File: config.mk
export PLATFORM = sky130hd
export DESIGN_NAME = i2s_slave_tx
export DESIGN_NICKNAME = d
export VERILOG_FILES = /design/src/rtl/i2s_slave_tx.sv
export SDC_FILE = /design/constraint.sdc
export NUM_CORES = 1
export LEC_CHECK = 0
export BUFFER_PORTS_ARGS = -buffer_cell sky130_fd_sc_hd__buf_4
export CAP_MARGIN = 20
export CORE_UTILIZATION = 38
export CTS_CLUSTER_DIAMETER = 40
export DETAILED_ROUTE_END_ITERATION = 6
export GPL_ROUTABILITY_DRIVEN = 0
export HOLD_SLACK_MARGIN = 0.06
export SYNTH_ARGS = -nofsm -noshare
export SYNTH_HDL_FRONTEND = slang
export SYNTH_SLANG_ARGS = --single-unit
File: constraint.sdc
create_clock -name ck -period 5.73 [get_ports ck]
set_input_delay 1.146 -clock ck [delete_from_list [all_inputs] [get_ports ck]]
set_output_delay 1.146 -clock ck [all_outputs]
set_load 0.01 [all_outputs]
File: src/rtl/i2s_slave_tx.sv
// i2s_slave_tx: I2S target transmitter, sck/ws from an external master, samples pushed via ready/valid FIFO.
// Define I2S_SLAVE_TX_REPEAT_EN to retransmit the last popped pair on underrun instead of zeros.
module i2s_slave_tx #(
  parameter int WIDTH = 16,
  parameter int DEPTH = 4
) (
  input  logic                     ck,
  input  logic                     reset,
  input  logic                     sck,
  input  logic                     ws,
  output logic                     sd,
  input  logic [2*WIDTH-1:0]       in_data,
  input  logic                     in_valid,
  output logic                     in_ready,
  output logic [$clog2(DEPTH):0]   level,
  output logic                     frame_strobe,
  output logic                     underrun,
  input  logic                     underrun_clr
);
  localparam int AW = DEPTH > 1 ? $clog2(DEPTH) : 1;
  localparam int LW = $clog2(DEPTH) + 1;
  typedef enum logic [1:0] {SYNC, IDLE, RUN} state_t;
  state_t state_q;
  logic sck_s1_q, sck_s2_q, sck_s3_q, ws_s1_q, ws_s2_q;
  logic ws_r_q, ws_last_q, sd_q, fs_q, underrun_q;
  logic [WIDTH-1:0] sh_q, hold_q;
  logic [5:0] cnt_q, cnt_d;
  logic [2*WIDTH-1:0] mem_q [DEPTH];
  logic [2*WIDTH-1:0] fill;
  logic [AW-1:0] wp_q, rp_q;
  logic [LW-1:0] count_q;
  logic sck_rise, sck_fall, slot_start, left_go, right_go, empty, push, pop;
  assign sck_rise = sck_s2_q & ~sck_s3_q;
  assign sck_fall = ~sck_s2_q & sck_s3_q;
  assign slot_start = sck_fall && (ws_r_q != ws_last_q);
  assign left_go = slot_start && !ws_r_q && state_q != SYNC;
  assign right_go = slot_start && ws_r_q && state_q == RUN;
  assign empty = count_q == '0;
  assign in_ready = count_q != LW'(DEPTH);
  assign push = in_valid && in_ready;
  assign pop = left_go && !empty;
  assign cnt_d = cnt_q == 6'(WIDTH) ? cnt_q : cnt_q + 6'd1;
  assign sd = sd_q;
  assign level = count_q;
  assign frame_strobe = fs_q;
  assign underrun = underrun_q;
`ifdef I2S_SLAVE_TX_REPEAT_EN
  logic [2*WIDTH-1:0] last_q;
  assign fill = empty ? last_q : mem_q[rp_q];
  always_ff @(posedge ck)
    if (reset) last_q <= '0;
    else if (pop) last_q <= mem_q[rp_q];
`else
  assign fill = empty ? '0 : mem_q[rp_q];
`endif
  always_ff @(posedge ck)
    if (reset) begin
      {sck_s1_q, sck_s2_q, sck_s3_q, ws_s1_q, ws_s2_q} <= '0;
    end else begin
      sck_s1_q <= sck;
      sck_s2_q <= sck_s1_q;
      sck_s3_q <= sck_s2_q;
      ws_s1_q <= ws;
      ws_s2_q <= ws_s1_q;
    end
  // A left start seen from IDLE already loads the first word, so output begins on a whole frame.
  always_ff @(posedge ck)
    if (reset) begin
      state_q <= SYNC;
      ws_r_q <= 1'b0;
      ws_last_q <= 1'b0;
      sh_q <= '0;
      hold_q <= '0;
      cnt_q <= 6'(WIDTH);
      sd_q <= 1'b0;
      fs_q <= 1'b0;
      underrun_q <= 1'b0;
    end else begin
      fs_q <= pop;
      underrun_q <= (left_go && empty && state_q == RUN) || (underrun_q && !underrun_clr);
      if (sck_rise) ws_r_q <= ws_s2_q;
      if (sck_fall) ws_last_q <= ws_r_q;
      if (state_q == SYNC && sck_fall) state_q <= IDLE;
      if (left_go) begin
        state_q <= RUN;
        sh_q <= fill[2*WIDTH-1:WIDTH];
        hold_q <= fill[WIDTH-1:0];
        cnt_q <= '0;
        sd_q <= fill[2*WIDTH-1];
      end else if (right_go) begin
        sh_q <= hold_q;
        cnt_q <= '0;
        sd_q <= hold_q[WIDTH-1];
      end else if (sck_fall && state_q == RUN) begin
        sh_q <= sh_q << 1;
        cnt_q <= cnt_d;
        sd_q <= (cnt_d < 6'(WIDTH)) && sh_q[WIDTH-2];
      end
    end
  always_ff @(posedge ck)
    if (push) mem_q[wp_q] <= in_data;
  always_ff @(posedge ck)
    if (reset) begin
      wp_q <= '0;
      rp_q <= '0;
      count_q <= '0;
    end else begin
      if (push) wp_q <= wp_q == AW'(DEPTH - 1) ? '0 : wp_q + 1'b1;
      if (pop) rp_q <= rp_q == AW'(DEPTH - 1) ? '0 : rp_q + 1'b1;
      count_q <= count_q + LW'(push) - LW'(pop);
    end
endmodule

==> impl_results.md <==
- Worst setup slack before clock tree synthesis: around 2.4 ns
- Tightest Pin Transition: about 1 ns
- Post-synthesis sequential area ratio: 0.693
- Final Routed Wirelength: between 10 and 15 mm
- Filler cell count: 1624
- Critical-path maximum fanout: 35
- Unique masters post-synth: 38
- Critical path class: reg -> reg
- Chip Width: between 100 and 150 um
- Dominant cells by area after synthesis: sky130_fd_sc_hd__edfxtp_1, sky130_fd_sc_hd__dfxtp_1, sky130_fd_sc_hd__mux4_2, sky130_fd_sc_hd__nor2_1, sky130_fd_sc_hd__a221oi_2
- Post-synth EDFFs: approximately 130
- Number of standard cells after synthesis: 437
- Die boundary height: 140 um
- Final hold vios: 0
- Max-capacitance violation count: 0
- Effective utilization at floorplan: 0.387
- Total power: around 2.9 mW
- Placed wire-length estimate after detailed placement: 7.93 mm
- IR drop worst, VDD: 211 uV
- Status: finished clean
- Area added between synthesis and finish: 15.8%
- Count of cells resized by post-cts repair: 0
- CP max stage cell: sky130_fd_sc_hd__nor2_4
- Max Clock Skew: between 0.008 and 0.009 ns
- Hold WC Path Type: reg -> reg
- Floorplan core area: 18600 um2
- Buffer cell driving the clock tree root: sky130_fd_sc_hd__clkbuf_16
- Post CTS Setup Buffer Count: 0
- Synth warn: 0
- Hold path depth: 1
- Count of final setup violators: 0
- Summed instance area of the synthesized netlist: around 7200 um2
- DRT iter0 DRCs: ~210
- Ratio of final minimum period to clock period: 0.572
- Most common library cell in the layout ignoring fill and taps: sky130_fd_sc_hd__edfxtp_1
- Remaining routing DRC violations: 0
- Die area: 19600 um2
- Endpoint arrival time on the critical path: 3.56 ns
- Initial antenna violation count: 0
- Number of levels in the clock H-tree: 4
- RSZ-0062 raised after global routing: false
- Worst reg-to-reg path cell count: 11
- Power per cell area: ~350 nW/um2
- Required arrival time at the worst endpoint: between 6 and 7 ns
- Number of synthesized register bits: about 190
- Type of origin of the critical path: flip-flop
- Wire length of the first global-routing pass: about 22 mm
- Number of nets at the end of the flow: 530
- All-Layer GR Usage: 0.148
- Relative slew slack: 0.346
- Average wire per standard cell: about 18 um
- Cell type contributing the most total cell area after synthesis: sky130_fd_sc_hd__edfxtp_1
- I/O pin cnt: 45
- Main synth FF type: sky130_fd_sc_hd__edfxtp_1
- Yosys top cell area share: 0.532
- R2r startpoint: sck_s3_q
- FP Rows: 50
- Antenna Diode Count: 0
- Total CTS buffers: 17
- Endpoint of the lowest-slack register-to-register path: level[2]
- Share of final-layout standard cells stronger than drive strength 1: 0.283
- R2R Setup Slk: about 2.5 ns
- Category of the worst setup path capture point: flip-flop
- Cell-by-cell trace of the critical path: nor2b_1 -> nand3b_1 -> nor2_4 -> ha_1 -> inv_1 -> ha_1 -> inv_1 -> fa_1 -> xor2_1 -> xnor2_1 -> nor2_1
- Post-synthesis net count: between 400 and 500
- Instance area after placement: ~8000 um2
- Via count: about 3900
- Total congestion overflow: 0
- Post-synthesis async set-or-reset flop share: 0
- Final cell area excluding filler cells: between 8000 and 9000 um2
- TritonCTS sink count: 186
- Mean Syn Cell Area: approximately 17 um2
- Drt via density: roughly 5.3
- Leak pwr: just under 3 nW
- Highest-count cells in the layout ignoring fill and taps: sky130_fd_sc_hd__edfxtp_1, sky130_fd_sc_hd__dfxtp_1, sky130_fd_sc_hd__nor2_1
- Clock latency on the worst-skew pair: approximately 0.42 ns
- DRT Pass-1 Iters: 4
- Max Root-Sink Buffers: 2
- Critical hold path startpoint: ws_s1_q
- Number of pins exceeding their max-slew limit in the final report: 0
- Maximum number of pins on one net before global-route repair: 53
- Fmax achieved: ~0.31 GHz
- Endpoint of the worst hold path: ws_s2_q
- Setup_tns: 0 ns
- Clock tree from TritonCTS: built
- Post-route setup slack: approximately 2.5 ns
- # port buffers: 44
- Final ANT Viol Nets: 0
- Clock transition time at the flip-flop clock pins of the worst setup and hold paths: 0.06 ns
- Final critical delay including setup and external delays: 3.28 ns
- Number of global-route vias before repair: ~4000
- Number of buffers inserted by hold repair at cts: 0
- Worst path max stage delay: slightly below 0.8 ns
-- worst max-delay path: cells and delay by family (launching register included) --
kind | cells | cell delay, ns
simple gates | 4 | 1.45
xor+xnor | 2 | 0.33
buf+inv | 2 | 0.11
flops | 1 | 0.38
fa+ha+maj | 3 | 0.87
-- cell type report --
| type | instances | area, um2 | share of cell area |
|---|---|---|---|
| clock buffers | 18 | 429 | 0.0513 |
| multi-input cells | 220 | 2080 | 0.249 |
| repair buffers | 51 | 383 | 0.0458 |
| well taps | 234 | 293 | 0.0350 |
| inverters | 6 | 22.5 | 0.00269 |
| clock inverters | 13 | 143 | 0.0171 |
| flip-flops and latches | 186 | 5010 | 0.599 |
-- metrics by stage --
| step | std cells | util | hold slack [ns] |
|---|---|---|---|
| 2_1_floorplan | 437 | - | 0.414 |
| 4_1_cts | 728 | 0.448 | 0.445 |
| 3_5_place_dp | 697 | 0.418 | 0.430 |
| 6_report | 728 | 0.448 | 0.438 |
| 3_3_place_gp | 697 | 0.418 | 0.436 |
| 5_1_grt | 728 | 0.448 | 0.459 |
-- cells in the mapped netlist (2+ instances only) --
master	number
sky130_fd_sc_hd__mux2i_1	4
sky130_fd_sc_hd__ha_1	9
sky130_fd_sc_hd__buf_1	3
sky130_fd_sc_hd__mux4_2	32
sky130_fd_sc_hd__nor2b_1	11
sky130_fd_sc_hd__edfxtp_1	128
sky130_fd_sc_hd__or3_1	3
sky130_fd_sc_hd__clkbuf_1	16
sky130_fd_sc_hd__a21oi_1	7
sky130_fd_sc_hd__a221oi_1	7
sky130_fd_sc_hd__a22oi_1	18
sky130_fd_sc_hd__nand3_1	2
sky130_fd_sc_hd__mux2_4	9
sky130_fd_sc_hd__buf_2	4
sky130_fd_sc_hd__buf_6	2
sky130_fd_sc_hd__xnor2_1	2
sky130_fd_sc_hd__nand2_1	8
sky130_fd_sc_hd__mux2_2	7
sky130_fd_sc_hd__nor3_1	17
sky130_fd_sc_hd__a221oi_2	9
sky130_fd_sc_hd__nor3b_1	2
sky130_fd_sc_hd__inv_1	6
sky130_fd_sc_hd__dfxtp_1	58
sky130_fd_sc_hd__xor2_1	4
sky130_fd_sc_hd__nor2_1	53
sky130_fd_sc_hd__and3_1	4
-- flip-flops by register name, indices dropped and copies added (netlist names), 2 cells and up, named ones only --
name	cells
mem_q	128
sh_q	15
rp_q	2
wp_q	2
hold_q	16
level	3
state_q	2
cnt_q	3
-- how the worst max path moves through the flow --
stage,start,to,slack [ns],depth (start not counted)
floorplan,sck_s3_q,level[2],3.01,13
global placement,sck_s3_q,level[2],2.59,11
detailed placement,sck_s3_q,level[2],2.42,11
CTS,sck_s3_q,level[2],2.40,11
global route,sck_s3_q,level[2],2.22,11
finish,sck_s3_q,level[2],2.45,11
-- cell families (layout without fill, tap and decap cells) --
kind of cell	count (synthesis)	count (layout)	synth area share
compound gates	44	44	0.0536
mux	52	52	0.135
simple gates	108	108	0.0737
xor+xnor	6	6	0.00728
fa+ha+maj	10	10	0.0184
buf+inv	31	88	0.0189
flops	186	186	0.693
-- layer usage --
layer / up-vias / wire length (um) / track usage / part of all wire
met5: - / 0 / 0 / 0
met1: 1973 / 5650 / 0.177 / 0.42
met3: 24 / 516 / 0.0427 / 0.038
li1: 1773 / - / - / -
met4: 0 / 217 / 0.0521 / 0.016
met2: 93 / 7020 / 0.256 / 0.52
-- power breakdown --
part	leakage (nW)	total (mW)	switching, mW	internal (mW)
Combinational	0.963	0.202	0.118	0.0839
Sequential	1.64	1.55	0.0240	1.53
Clock	0.276	1.14	0.492	0.646
Total	2.88	2.89	0.635	2.26
No activity file was read; power rests on OpenSTA's default activity.
